$ cat config.mk
export PLATFORM = sky130hd
export DESIGN_NAME = router_buffered
export DESIGN_NICKNAME = d
export VERILOG_FILES = /design/src/rtl/router_buffered.sv
export SDC_FILE = /design/constraint.sdc
export NUM_CORES = 1
export LEC_CHECK = 0
export CAP_MARGIN = 0
export CORE_UTILIZATION = 52
export CTS_BUF_LIST = sky130_fd_sc_hd__clkbuf_16
export DETAILED_ROUTE_END_ITERATION = 8
export GPL_ROUTABILITY_DRIVEN = 1
export GPL_TIMING_DRIVEN = 0
export PLACE_DENSITY = 0.85
export SLEW_MARGIN = 20
export SYNTH_ARGS = -nofsm -noshare
export SYNTH_HDL_FRONTEND = slang
export SYNTH_SLANG_ARGS = --single-unit
$ cat constraint.sdc
create_clock -name clk -period 2.75 [get_ports clk]
set_input_delay 0.55 -clock clk [delete_from_list [all_inputs] [get_ports clk]]
set_output_delay 0.55 -clock clk [all_outputs]
set_load 0.01 [all_outputs]
$ cat src/rtl/router_buffered.sv
// router_buffered: 1-to-N stream router with an independent FIFO per output.
//
// An incoming message is steered by a select field (msg[sel_lsb +: SW]) into
// the FIFO of one output, or into every FIFO at once when the broadcast bit is
// set.  Messages whose select value has no matching output are accepted and
// discarded, and a saturating drop counter records them.  Each output has its
// own queue, so a stalled output only blocks traffic headed for that output.
//
// Ports:
//   clk, reset     clock, synchronous active-high reset
//   istream_*      single input stream (val/rdy/msg)
//   ostream_*      per-output streams, packed [noutputs-1:0]
//   drop_count     saturating count of discarded out-of-range messages

// router_fifo: one output lane.  This is a circular buffer with head/tail
// pointers and an occupancy count.  The parent only asserts enq when the FIFO
// is not full, and only asserts deq when it is not empty.
module router_fifo #(
    parameter int nbits  = 32,
    parameter int qdepth = 4,
    localparam int PW    = $clog2(qdepth),
    localparam int CW    = $clog2(qdepth + 1)
) (
    input  logic             clk,
    input  logic             reset,
    input  logic             enq,
    input  logic [nbits-1:0] enq_msg,
    input  logic             deq,
    output logic [CW-1:0]    count,
    output logic [nbits-1:0] head_msg
);
    localparam logic [PW-1:0] LAST = PW'(qdepth - 1);

    logic [qdepth-1:0][nbits-1:0] mem_q, mem_d;
    logic [PW-1:0]                head_q, head_d, tail_q, tail_d;
    logic [CW-1:0]                count_q, count_d;

    always_comb begin
        mem_d   = mem_q;
        head_d  = head_q;
        tail_d  = tail_q;
        count_d = count_q;
        if (enq) begin
            mem_d[tail_q] = enq_msg;
            // Explicit wrap: qdepth need not be a power of two.
            tail_d = (tail_q == LAST) ? '0 : tail_q + 1'b1;
        end
        if (deq) begin
            head_d = (head_q == LAST) ? '0 : head_q + 1'b1;
        end
        case ({enq, deq})
            2'b10:   count_d = count_q + 1'b1;
            2'b01:   count_d = count_q - 1'b1;
            default: count_d = count_q;
        endcase
    end

    always_ff @(posedge clk) begin
        if (reset) begin
            head_q  <= '0;
            tail_q  <= '0;
            count_q <= '0;
        end else begin
            head_q  <= head_d;
            tail_q  <= tail_d;
            count_q <= count_d;
        end
    end

    // Storage needs no reset: nothing is read until count says it is valid.
    always_ff @(posedge clk) begin
        mem_q <= mem_d;
    end

    assign count    = count_q;
    assign head_msg = mem_q[head_q];
endmodule

module router_buffered #(
    parameter int nbits     = 32,
    parameter int noutputs  = 8,
    parameter int qdepth    = 4,
    parameter int sel_lsb   = nbits - $clog2(noutputs),
    parameter int bcast_en  = 1,
    parameter int bcast_bit = nbits - $clog2(noutputs) - 1,
    parameter int cnt_nbits = 16
) (
    input  logic                               clk,
    input  logic                               reset,
    input  logic                               istream_val,
    input  logic [nbits-1:0]                   istream_msg,
    output logic                               istream_rdy,
    output logic [noutputs-1:0]                ostream_val,
    output logic [noutputs-1:0][nbits-1:0]     ostream_msg,
    input  logic [noutputs-1:0]                ostream_rdy,
    output logic [cnt_nbits-1:0]               drop_count
);
    localparam int SW = $clog2(noutputs);
    localparam int CW = $clog2(qdepth + 1);
    localparam logic [CW-1:0] DEPTH = CW'(qdepth);
    localparam logic [SW:0]   NOUT  = (SW + 1)'(noutputs);

    logic [SW-1:0]         sel;
    logic                  bcast;
    logic                  in_range;
    logic                  xfer;
    logic                  drop;
    logic [noutputs-1:0]   full;
    logic [noutputs-1:0]   enq;
    logic [noutputs-1:0]   deq;
    logic [cnt_nbits-1:0]  drop_count_q, drop_count_d;

    assign sel      = istream_msg[sel_lsb +: SW];
    assign bcast    = (bcast_en != 0) && istream_msg[bcast_bit];
    assign in_range = {1'b0, sel} < NOUT;

    // Ready depends only on the message and FIFO state, never on valid, so
    // the producer may legally wait for ready before raising valid.
    always_comb begin
        istream_rdy = 1'b1;
        if (bcast)
            istream_rdy = ~|full;
        else if (in_range)
            istream_rdy = ~full[sel];
    end

    assign xfer = istream_val && istream_rdy;
    assign drop = xfer && !bcast && !in_range;

    genvar i;
    generate
        for (i = 0; i < noutputs; i++) begin : g_lane
            logic [CW-1:0] count;

            assign full[i] = (count == DEPTH);
            assign enq[i]  = xfer && (bcast || (in_range && sel == SW'(i)));
            assign ostream_val[i] = (count != '0);
            assign deq[i]  = ostream_val[i] && ostream_rdy[i];

            router_fifo #(
                .nbits  (nbits),
                .qdepth (qdepth)
            ) u_fifo (
                .clk      (clk),
                .reset    (reset),
                .enq      (enq[i]),
                .enq_msg  (istream_msg),
                .deq      (deq[i]),
                .count    (count),
                .head_msg (ostream_msg[i])
            );
        end
    endgenerate

    always_comb begin
        drop_count_d = drop_count_q;
        if (drop && drop_count_q != '1)
            drop_count_d = drop_count_q + 1'b1;
    end

    always_ff @(posedge clk) begin
        if (reset)
            drop_count_q <= '0;
        else
            drop_count_q <= drop_count_d;
    end

    assign drop_count = drop_count_q;
endmodule

### Word-level counts from Yosys, hierarchy flattened

Cells that the tools add are included.

* input port bits: 43
* register bits: 1080
* output and inout bits: 281
* logic and storage cells: 280

* order comparisons: 25
* add/sub/neg operators: 32
* reductions and logical operators: 52
* eq/ne operators: 47
* multiplexer cells: 67
* bitwise logic cells: 1

Operators with widths (count)
* bitwise mux 128 bit: 8
* binary-select mux 32 bit (select 2 bit): 8
* demux 32 bit (select 2 bit): 8
* 2-to-1 mux 32 bit: 16
* equality test 2 bit (second input constant): 24
* less-than comparator 2 x 3 -> 1 bit (second input constant): 16
* one-hot mux 3 bit (2 select lines): 8
* equality test 3 bit (second input constant): 12
* adder 2 x 1 -> 2 bit (second input constant): 16
* 2-to-1 mux 2 bit: 16
* logical AND 1 bit: 25
* adder 3 x 1 -> 3 bit (second input constant): 8
* nonzero test 3 bit: 8
* subtractor 3 x 1 -> 3 bit (second input constant): 8
* equality test 2 x 1 -> 1 bit (second input constant): 8
* >= comparator 2 x 1 -> 1 bit (second input constant): 8
* nonzero test 2 bit: 8
* logical OR 1 bit: 8
* OR reduction 8 bit: 1
* equality test 3 x 2 -> 1 bit (second input constant): 2
* less-than comparator 3 x 4 -> 1 bit (second input constant): 1
* binary-select mux 1 bit (select 3 bit): 1
* equality test 3 x 1 -> 1 bit (second input constant): 1
* logical NOT 3 bit: 1
* 3 further kinds: 4

### Longest topological paths before layout

Gate-level depths: netlist (run 1).

* word-level depth: 9
* gate-level depth with buffers: 11
* gate-level depth less buffers: 11

### Modules after synthesis

A second synthesis (run 1) with hierarchy kept.

* cell total of the unflattened synthesis: 1733
* area, all modules: 40986.8 µm²

By module, submodules not included
* router_fifo: cells each 207, times used 8, area an instance 5053.6 µm²
* router_buffered: cells each 77, times used 1, area an instance 558.0 µm²

### Worst setup path before layout (run 1)

Ideal clock, no wire load.

* path type: input to register
* from: in istream_msg[28]
* to: reg g_lane[0].u_fifo.mem_q[100] (netlist bit) (enable)
* data required time: 2.358 ns
* arrival time: 2.481 ns
* cell stages on the path: 5
* setup slack: -0.123 ns
* cells stage by stage: buf_2 -> a211oi_1 -> nand3_2 -> a211oi_2 -> and2_1

* word-level cells in the longest chain between the ends: 3

RTL lines
* start: declaration: line 91 `input logic [nbits-1:0] istream_msg,`
* 2-to-1 mux 1 bit: line 121 `if (bcast)`
* logical AND 1 bit: line 127 `assign xfer = istream_val && istream_rdy;`
* logical AND 1 bit (*): line 136 `assign enq[i] = xfer && (bcast || (in_range && sel == SW'(i)));`
* end signal: assignment: line 72 `mem_q <= mem_d;`
* end: declaration: line 34 `logic [qdepth-1:0][nbits-1:0] mem_q, mem_d;`

Every way passes the cells marked *; elsewhere a longest branch is shown, timed or not.
A chain may end at the register's enable or synchronous reset.

### Worst setup path after layout (run 1)

* from: reg g_lane[4].u_fifo.count_q[1]
* to: reg g_lane[0].u_fifo.count_q[2]

* word-level cells in the longest chain between the ends: 9

RTL lines
* start: declaration: line 36 `logic [CW-1:0] count_q, count_d;`
* start signal: assignment: line 66 `count_q <= count_d;`
* equality test 3 bit (*): line 135 `assign full[i] = (count == DEPTH);`
* binary-select mux 1 bit (select 3 bit): line 124 `istream_rdy = ~full[sel];`
* 2-to-1 mux 1 bit (not written as such): line 124
* inverter 1 bit: line 124
* 2-to-1 mux 1 bit (*): line 121
* logical AND 1 bit (*): line 127
* logical AND 1 bit (*): line 136
* equality test 2 x 1 -> 1 bit or equality test 2 bit (tied branches): line 51 `case ({enq, deq})`
* one-hot mux 3 bit (2 select lines) or nonzero test 2 bit (tied branches)
* end signal: assignment: line 66
* end: declaration: line 36

Every way passes the cells marked *; elsewhere a longest branch is shown, timed or not. The select of a mux whose other input is x is not followed.

==> qor.csv, run 1 <==
metric,value,unit
CTS tree,yes,
Tmin final,2890,ps
Final setup viols,27,
ratio of cells with drive above 1 in the final layout,36.4,%
"Cell Area, Synth",40700,um^2
CP endpoint kind,register,
crit-path most repeated cell,inv_2,
final instance area,50000,um^2
Die Height,282,um
Synth Area per Inst,22.6,um^2
P_leak,16.6,nW
via count,21500,
total CTS buffers,98,
first-iteration detailed-routing DRC count,2475,
status,"finished, violations left",
fin util,64.5,%
flop2flop setup slack,-140,ps
largest net degree at the start of global routing,39,
Max VDD drop,0.000600,V
failing checks,setup timing,
Met1 Wirelength,38.6,mm
GRT Total Usage,25.7,%
Clock transition at path regs,70,ps
CTS root buf,clkbuf_16,
CP arrival,3470,ps
Max-slew headroom,18.8,%
first-pass GRT wire length,145,mm
Max Freq,346,MHz
"Primary FF master, synth",edfxtp_1,
DRC,0,
width of the die,282,um
Cells after Synth,1797,
DIE AREA,79300,um^2
slowest CP cell,dfxtp_2,
most frequent cells in the layout,"1024 x edfxtp_1, 256 x mux4_2, 122 x clkbuf_16",
core area,77500,um^2
CTS max path bufs,3,
clk sinks,1080,
Seq cells post-synth,1080,
period utilization,105,%
drt total wl,108,mm
Clock Skew,28.0,ps
Netlist cell types,40,
Total Nets Final,2427,
"leading cell type in the layout, fill and taps excluded",edfxtp_1,
Syn-to-layout area delta,22.9,%
hold_ws,365,ps
endpoints failing hold,0,
routed wl met3,9.88,mm
Port Buffers,306,
Min-Delay Path Class,input pin to register,
GPL Wtd Cong,0.836,
CP Launch Type,register,
setup repair after global routing missed its margin,true,
asr flop ratio synth,0,%
met2 routed WL,54.8,mm
CP Data Required Time,3330,ps
"Max FO, Critical Path",6,
"Seq/Total Area, Yosys",78.4,%
"Slew Viols, Final",0,
max layer used,met4,
"antenna viol nets, final",0,
initial core utilization,52.5,%
Post-synth EDFFs,1024,
initial antenna violation count,2,
# IOs,324,
vias in the first global route,21300,
row count,102,
Pre-antenna DRT Iters,6,
Post-DP Area,45100,um^2
Pwr per Cell Area,903,nW/um^2
hpwl dp,58.4,mm
Vias/cell,6.22,
Final WS setup,-142,ps
clock insertion delay at the later pin of the skew report,660,ps
Synth Warn #,0,
grt ovf,0,
DR WL/cell,31.4,um
Crit Path Class,register to register,
Max Cap Violations,0,
CP max stage delay,410,ps
CP Cell Sequence,nor3b_4 > a2111oi_4 > nand4_4 > buf_6 > a211oi_4 > inv_2 > ha_4 > inv_2 > fa_2 > xor2_1 > or3_1 > a21oi_2,
CTS H-tree lvls,3,
Slew @ Worst Pin,1210,ps
## path summary, 6_finish.rpt
check | from | to | cells past startpoint
max reg2reg | g_lane[4].u_fifo.count[1]$_SDFFE_PP0P_ | g_lane[0].u_fifo.count[2]$_SDFFE_PP0P_ | 12
min | istream_msg[30] | g_lane[5].u_fifo.mem_q[126]$_DFFE_PP_ | 1
max | g_lane[4].u_fifo.count[1]$_SDFFE_PP0P_ | g_lane[0].u_fifo.count[2]$_SDFFE_PP0P_ | 12
min reg2reg | g_lane[2].u_fifo.tail_q[1]$_SDFFE_PP0P_ | g_lane[2].u_fifo.tail_q[1]$_SDFFE_PP0P_ | 2
## Yosys cell counts (all sizes together), types with 7 or more instances
cell	instances	area [um^2]
inv	58	218
a211oi	7	85.1
buf	43	240
or3	16	101
xor2	16	140
clkbuf	46	173
mux2i	8	80.1
a21oi	40	200
ha	48	601
nand2b	16	100
edfxtp	1024	30700
o21ai	8	40.0
mux4	256	5770
fa	8	160
nand2	26	97.6
nor2	44	168
nor3	16	80.1
and2	33	221
mux2	8	101
dfxtp	56	1120
## sequential cells by signal, summed over array words and instances (netlist names)
signal,count
g_lane.u_fifo.tail_q,16
g_lane.u_fifo.head_q,16
g_lane.u_fifo.mem_q,1024
g_lane.u_fifo.count,24
## report_power, final
part	leakage, nW	total, W	switching [W]	internal (W)
combinational	5.17	0.0112	0.00572	0.00550
clock	1.73	0.0145	0.00605	0.00846
sequential	9.73	0.0194	0.000444	0.0190
total	16.6	0.0451	0.0122	0.0329
## final cells by class
type                            count  area [um^2]
Sequential cell                  1080        31900
Fill cell                        4748        27500
Multi-Input combinational cell    601         8640
Timing Repair Buffer              402         3410
Clock buffer                      101         2530
Tap cell                         1040         1300
Buffer                             87         1140
Clock inverter                     80          873
Inverter                           58          218
Antenna cell                        2         5.00
## per-stage QoR
stage                     setup TNS (ps)  total power, W  setup slack, ps  std cells
after detailed placement        -1284970          0.0292            -1310       3158
final                               -784          0.0451             -142       3451
after global routing               -5560          0.0463             -255       3449
after global placement          -2047580          0.0288            -2040       3158
after floorplan                        0          0.0246             31.3       1812
after CTS                          -3730          0.0443            -66.7       3406
## repair_timing
item | CTS | global route
hold buffers | 0 | 0
buffers inserted | 59 | 20
pin swaps | 31 | 24
resized for setup | 962 | 146
endpoints found under the setup margin | 1302 | 764
cloned | 8 | 26
## layer usage
| layer | vias up | track usage (%) |
|---|---|---|
| li1 | 8411 | - |
| met1 | 11300 | 32.9 |
| met2 | 1523 | 43.5 |
| met3 | 273 | 4.71 |
| met4 | 0 | 10.8 |
| met5 | - | 0 |
## cells by family (layout without fill, tap and decap cells)
family | Yosys count | count (layout) | share of synthesized area, %
muxes | 272 | 272 | 14.6
AOI/OAI and AO/OA | 62 | 62 | 1.09
DFF | 1080 | 1080 | 78.4
adders and majority gates | 56 | 56 | 1.87
buffers and inverters | 147 | 728 | 1.55
xor gates and xnor gates | 16 | 16 | 0.345
other | 1 | 18 | 0.00922
and+or+nand+nor | 163 | 179 | 2.16
## worst max-delay path, delay by kind of cell (launching register included)
kind,cells,cell delay [ps]
and+or+nand+nor,3,680
adders and majority gates,2,390
xor gates and xnor gates,1,110
buffers and inverters,3,330
DFF,1,410
AOI/OAI and AO/OA,3,900
Power figures use the tool's default switching activity.
==> run 2, diff against run 1 <==
- SLEW_MARGIN: 20 -> unset
- SYNTH_HIERARCHICAL: unset -> 1
==> qor.csv, run 2 <==
metric,value,unit,change
clk sinks,1080,,unchanged
Netlist cell types,36,,was 40
vias in the first global route,20300,,was 21300
GRT met1 Usage,31.3,%,was 32.9%
total CTS buffers,104,,was 98
CTS H-tree lvls,3,,unchanged
initial antenna violation count,3,,was 2
Commonest cells post-synth,"1024 x edfxtp_1, 224 x mux4_2, 59 x nor2_1",,"was 1024 x edfxtp_1, 256 x mux4_2, 58 x inv_1"
# IOs,324,,unchanged
Synth Area per Inst,23.7,um^2,was 22.6 um^2
Buf/Inv on CP,3,,unchanged
CTS max path bufs,3,,unchanged
P_leak,16.7,nW,was 16.6 nW
Port Buffers,307,,was 306
Synth Warn #,6,,was 0
Cells after Synth,1733,,was 1797
GPL Wtd Cong,0.738,,was 0.836
period utilization,106,%,was 105%
largest register by flop count,g_lane.u_fifo/mem_q,,was g_lane.u_fifo.mem_q
Pre-antenna DRT Iters,5,,was 6
Final WS setup,-177,ps,was -142 ps
"Slew Viols, Final",0,,unchanged
Slew @ Worst Pin,1040,ps,was 1210 ps
via count,20000,,was 21500
asr flop ratio synth,0,%,unchanged
GRT busiest layer,met2,,unchanged
Seq cells post-synth,1080,,unchanged
Min-Delay Path Class,input pin to register,,unchanged
"Max FO, Critical Path",4,,was 6
row count,102,,unchanged
CP Data Required Time,3320,ps,was 3330 ps
setup TNS,-936,ps,was -784 ps
DRC,0,,unchanged
most frequent cells in the layout,"1024 x edfxtp_1, 234 x mux4_2, 116 x buf_2",,"was 1024 x edfxtp_1, 256 x mux4_2, 122 x clkbuf_16"
Tmin final,2930,ps,was 2890 ps
Max VDD drop,0.000693,V,was 0.000600 V
final instance area,49900,um^2,was 50000 um^2
Placed Cells incl. Taps,3101,,was 3158
core area,77700,um^2,was 77500 um^2
Max Cap Violations,0,,unchanged
M3 GR Usage,5.99,%,was 4.71%
max FFs per register,1024,,unchanged
Syn-to-layout area delta,21.8,%,was 22.9%
setup repair after global routing missed its margin,true,,unchanged
"antenna viol nets, final",0,,unchanged
Pwr per Cell Area,888,nW/um^2,was 903 nW/um^2
CTS root buf,clkbuf_16,,unchanged
grt ovf,0,,unchanged
hold_ws,293,ps,was 365 ps
Vias/cell,5.87,,was 6.22
largest delay contributor family on the critical path,simple AND/OR/NAND/NOR gates,,was compound AO/OA/AOI/OAI gates
Crit Path Class,register to register,,unchanged
"top cells by area, synth","edfxtp_1 75%, mux4_2 12%, dfxtp_1 2.7%",,"was edfxtp_1 76%, mux4_2 14%, dfxtp_1 2.8%"
hpwl dp,56.0,mm,was 58.4 mm
slowest CP cell,fa_2,,was dfxtp_2
Max-slew headroom,30.9,%,was 18.8%
first-pass GRT wire length,137,mm,was 145 mm
CP arrival,3500,ps,was 3470 ps
Post-synth EDFFs,1024,,unchanged
Post-DP Area,45500,um^2,was 45100 um^2
Max Freq,342,MHz,was 346 MHz
Finished Layout Cells,3408,,was 3451
M2 GR Usage,41.8,%,was 43.5%
Clock Skew,26.8,ps,was 28.0 ps
Total Nets Final,2375,,was 2427
DR WL/cell,29.4,um,was 31.4 um
share of Yosys cell area claimed by the top area cell type,75.0,%,was 75.6%
DIE AREA,79900,um^2,was 79300 um^2
GRT Total Usage,24.6,%,was 25.7%
"area leader, netlist",edfxtp_1,,unchanged
CP Launch Type,register,,unchanged
clock insertion delay at the later pin of the skew report,660,ps,about the same
failing checks,setup timing,,unchanged
Die Height,283,um,was 282 um
CTS tree,yes,,unchanged
"Seq/Total Area, Yosys",77.8,%,was 78.4%
"Cell Area, Synth",41000,um^2,was 40700 um^2
Clock transition at path regs,70,ps,about the same
width of the die,283,um,was 282 um
"leading cell type in the layout, fill and taps excluded",edfxtp_1,,unchanged
top-count cell post-synth,edfxtp_1,,unchanged
largest net degree at the start of global routing,40,,was 39
CP Cell Sequence,nor3b_4 > nor4_4 > buf_4 > nand4_4 > buf_6 > a211oi_4 > inv_2 > ha_4 > fa_2 > xnor2_1 > or3_1 > a21oi_2,,was nor3b_4 > a2111oi_4 > nand4_4 > buf_6 > a211oi_4 > inv_2 > ha_4 > inv_2 > fa_2 > xor2_1 > or3_1 > a21oi_2
CP endpoint kind,register,,unchanged
drt total wl,100,mm,was 108 mm
"Primary FF master, synth",edfxtp_1,,unchanged
initial core utilization,52.7,%,was 52.5%
first-iteration detailed-routing DRC count,1873,,was 2475
CP max stage delay,340,ps,was 410 ps
ratio of cells with drive above 1 in the final layout,35.8,%,was 36.4%
status,"finished, violations left",,unchanged
Final setup viols,8,,was 27
endpoints failing hold,0,,unchanged
## run 2: cell types whose count changed in the layout (fill, tap and decap cells not counted), moves of 19 or more
cell           delta
buf_4            +32
clkbuf_2         -19
dlygate4sd2_1    +46
inv_1            -26
mux2i_1          +24
mux4_1           +22
mux4_2           -22
nand2_1          -24
## run 2: power by group
part	switching, W	total [W]	internal, W
combinational	0.00512	0.0106	0.00552
clock	0.00599	0.0143	0.00833
sequential	0.000419	0.0194	0.0190
total	0.0115	0.0444	0.0328
## run 2: what timing repair did
item / CTS / global route
hold buffers: 0 / 0
buffers inserted: 73 / 24
resized for setup: 730 / 110
endpoints found under the setup margin: 1298 / 453
gates cloned: 2 / 19
pin swaps: 22 / 24
## run 2: area by class of cell
| type | instances | area [um^2] |
|---|---|---|
| Clock buffer | 108 | 2700 |
| Antenna cell | 2 | 5.00 |
| Buffer | 73 | 918 |
| Sequential cell | 1080 | 31900 |
| Inverter | 26 | 100 |
| Clock inverter | 88 | 763 |
| Fill cell | 4932 | 27800 |
| Multi-Input combinational cell | 574 | 8740 |
| Tap cell | 1040 | 1300 |
| Timing Repair Buffer | 417 | 3500 |
## run 2: worst reg2reg max path, stage by stage (launching register included)
cell and delay, ps:
dfxtp_2 330, nor3b_4 180, nor4_4 310, buf_4 170
nand4_4 120, buf_6 160, a211oi_4 320, inv_2 110
ha_4 180, fa_2 340, xnor2_1 150, or3_1 340
a21oi_2 150
## run 2: per-layer routing
layer  vias up  share of wire, %
li1       8300                 -
met1     10600                37
met2      1035                51
met3       134               9.4
met4         0               2.5
met5         -                 0
## run 2: final timing paths
kind,start,to,slack [ps],cells past startpoint
setup reg to reg,g_lane[1].u_fifo/count[2]$_SDFFE_PP0P_,g_lane[1].u_fifo/count[2]$_SDFFE_PP0P_,-180,12
setup / recovery,g_lane[1].u_fifo/count[2]$_SDFFE_PP0P_,g_lane[1].u_fifo/count[2]$_SDFFE_PP0P_,-180,12
hold reg to reg,g_lane[7].u_fifo/count[2]$_SDFFE_PP0P_,g_lane[7].u_fifo/count[2]$_SDFFE_PP0P_,500,2
hold / removal,istream_msg[29],g_lane[7].u_fifo/mem_q[61]$_DFFE_PP_,290,1
## run 2: kinds of logic after synthesis
group	Yosys count	synth area share [%]
xor gates and xnor gates	16	0.342
and+or+nand+nor	142	1.98
other	1	0.00915
muxes	288	15.1
DFF	1080	77.8
adders and majority gates	56	1.86
AOI/OAI and AO/OA	43	0.614
buffers and inverters	107	2.30
## run 2: stage by stage
step                total power [W]  setup WS (ps)  utilization (%)
floorplan                    0.0251          -32.4                -
global placement             0.0294          -3220             58.6
detailed placement           0.0297          -1350             58.6
CTS                          0.0441           -180             63.7
global route                 0.0459           -261             64.2
finish                       0.0444           -177             64.3
==> run 3, diff against run 2 <==
- CORE_UTILIZATION: 52 -> 57
- CTS_BUF_LIST: sky130_fd_sc_hd__clkbuf_16 -> unset
- DONT_BUFFER_PORTS: unset -> 1
==> qor.csv, run 3 (synthesized netlist as in run 2, its figures left out) <==
metric,value,unit,change
status,"finished, violations left",,unchanged
failing checks,setup timing,,unchanged
Final setup viols,8,,unchanged
hpwl dp,52.7,mm,was 56.0 mm
Crit Path Class,register to register,,unchanged
first-iteration detailed-routing DRC count,1972,,was 1873
Pre-antenna DRT Iters,5,,unchanged
CP Launch Type,register,,unchanged
endpoints failing hold,0,,unchanged
Syn-to-layout area delta,16.0,%,was 21.8%
"antenna viol nets, final",0,,unchanged
CTS max path bufs,3,,unchanged
Clock Skew,35.2,ps,was 26.8 ps
CP Data Required Time,3320,ps,about the same
DRC,0,,unchanged
Vias/cell,6.29,,was 5.87
CTS tree,yes,,unchanged
Max Freq,348,MHz,was 342 MHz
largest net degree at the start of global routing,57,,was 40
# IOs,324,,unchanged
Total Nets Final,2059,,was 2375
grt ovf,0,,unchanged
most frequent cells in the layout,"1024 x edfxtp_1, 224 x mux4_2, 105 x clkbuf_16",,"was 1024 x edfxtp_1, 234 x mux4_2, 116 x buf_2"
core area,70600,um^2,was 77700 um^2
initial core utilization,58.0,%,was 52.7%
ratio of cells with drive above 1 in the final layout,30.5,%,was 35.8%
drt total wl,96.7,mm,was 100 mm
"Max FO, Critical Path",9,,was 4
Max Cap Violations,0,,unchanged
vias in the first global route,19300,,was 20300
setup repair after global routing missed its margin,true,,unchanged
DIE AREA,73000,um^2,was 79900 um^2
CTS H-tree lvls,3,,unchanged
reg-to-reg critical path startpoint,g_lane[7].u_fifo/count[2]$_SDFFE_PP0P_,,was g_lane[1].u_fifo/count[2]$_SDFFE_PP0P_
total CTS buffers,103,,was 104
Final WS setup,-126,ps,was -177 ps
GPL Wtd Cong,0.750,,was 0.738
Min-Delay Path Class,input pin to register,,unchanged
hold_ws,164,ps,was 293 ps
period utilization,105,%,was 106%
Port Buffers,0,,was 307
Pwr per Cell Area,887,nW/um^2,was 888 nW/um^2
first-pass GRT wire length,138,mm,was 137 mm
"Endpoint, Worst Hold",g_lane[1].u_fifo/count[2]$_SDFFE_PP0P_,,was g_lane[7].u_fifo/mem_q[61]$_DFFE_PP_
fin util,67.3,%,was 64.3%
initial antenna violation count,7,,was 3
largest register by flop count,g_lane.u_fifo/mem_q,,unchanged
via count,18800,,was 20000
max FFs per register,1024,,unchanged
Slew @ Worst Pin,721,ps,was 1040 ps
P_leak,15.3,nW,was 16.7 nW
Final Power,0.0421,W,was 0.0444 W
Max-slew headroom,51.9,%,was 30.9%
row count,97,,was 102
CP arrival,3440,ps,was 3500 ps
fillers,4237,,was 4932
GRT Total Usage,26.8,%,was 24.6%
hold path startpoint,reset,,was istream_msg[29]
r2r endpoint,g_lane[4].u_fifo/count[2]$_SDFFE_PP0P_,,was g_lane[1].u_fifo/count[2]$_SDFFE_PP0P_
"Slew Viols, Final",0,,unchanged
CTS root buf,clkbuf_16,,unchanged
flop2flop setup slack,-130,ps,was -180 ps
width of the die,270,um,was 283 um
clk sinks,1080,,unchanged
Crit. Startpoint,g_lane[7].u_fifo/count[2]$_SDFFE_PP0P_,,was g_lane[1].u_fifo/count[2]$_SDFFE_PP0P_
Die Height,270,um,was 283 um
Clock transition at path regs,60,ps,was 70 ps
hold path depth,2,,was 1
"leading cell type in the layout, fill and taps excluded",edfxtp_1,,unchanged
clock insertion delay at the later pin of the skew report,660,ps,about the same
Max VDD drop,0.000758,V,was 0.000693 V
worst r2r path cells,11,,was 12
Tmin final,2880,ps,was 2930 ps
DR WL/cell,32.4,um,was 29.4 um
CP endpoint kind,register,,unchanged
[run 3: where the power goes]
part / leakage, nW / internal (W) / switching, W
sequential: 9.73 / 0.0189 / 0.000392
clock: 1.71 / 0.00866 / 0.00587
combinational: 3.90 / 0.00372 / 0.00455
[run 3: area by class of cell]
cell class | count | area [um^2] | share of cell area (%)
buffer | 81 | 846 | 1.78
inverter | 26 | 97.6 | 0.205
sequential | 1080 | 31900 | 67.1
clock buffer | 134 | 2840 | 5.97
multi-input combinational | 562 | 8670 | 18.2
antenna | 1 | 2.50 | 0.00527
clock inverter | 54 | 667 | 1.40
tap | 940 | 1180 | 2.47
timing repair buffer | 106 | 1350 | 2.83
[run 3: per-stage QoR]
step | std cells | worst slack, ps | setup TNS, ps | area [um^2]
2_1_floorplan | 1748 | -32.4 | -125 | 41100
3_3_place_gp | 2688 | -752 | -458890 | 42300
3_5_place_dp | 2688 | -670 | -310900 | 42300
4_1_cts | 2976 | -92.1 | -353 | 47300
5_1_grt | 2984 | -227 | -1730 | 47500
6_report | 2984 | -126 | -645 | 47500
[run 3: what timing repair did]
action	in CTS	in global routing
cloned	1	0
hold buffers	65	1
pin swaps	19	8
setup buffers	34	9
endpoints found under the hold margin	1074	24
gates resized for setup	66	41
endpoints found under the setup margin	1043	242
[run 3: per-layer routing]
layer,wire length [um],vias to the layer above,share of wire [%],track usage (%)
li1,-,7668,-,-
met1,34800,9952,36,33.7
met2,47600,951,49,43.5
met3,9750,199,10,8.25
met4,4510,4,4.7,11.6
met5,23,-,0.024,0
[run 3: worst max-delay path, cell delays in order (launching register included)]
cell and delay, ps:
dfxtp_2 330, nor3b_4 180, nor4_4 340, nand4_4 140
buf_12 180, a311oi_4 310, inv_1 110, ha_2 200
fa_2 330, xnor2_1 140, or3_1 380, a21oi_2 150
[run 3: worst max-delay path by stage]
stage | to | slack (ps) | cells after the start
6_report | g_lane[4].u_fifo/count[2]$_SDFFE_PP0P_ | -130 | 11
5_1_grt | g_lane[1].u_fifo/count[2]$_SDFFE_PP0P_ | -230 | 11
4_1_cts | g_lane[2].u_fifo/count[2]$_SDFFE_PP0P_ | -90 | 11
3_5_place_dp | g_lane[6].u_fifo/count[2]$_SDFFE_PP0P_ | -670 | 10
3_3_place_gp | g_lane[1].u_fifo/mem_q[47]$_DFFE_PP_ | -750 | 5
2_1_floorplan | g_lane[4].u_fifo/count[2]$_SDFFE_PP0P_ | -30 | 10
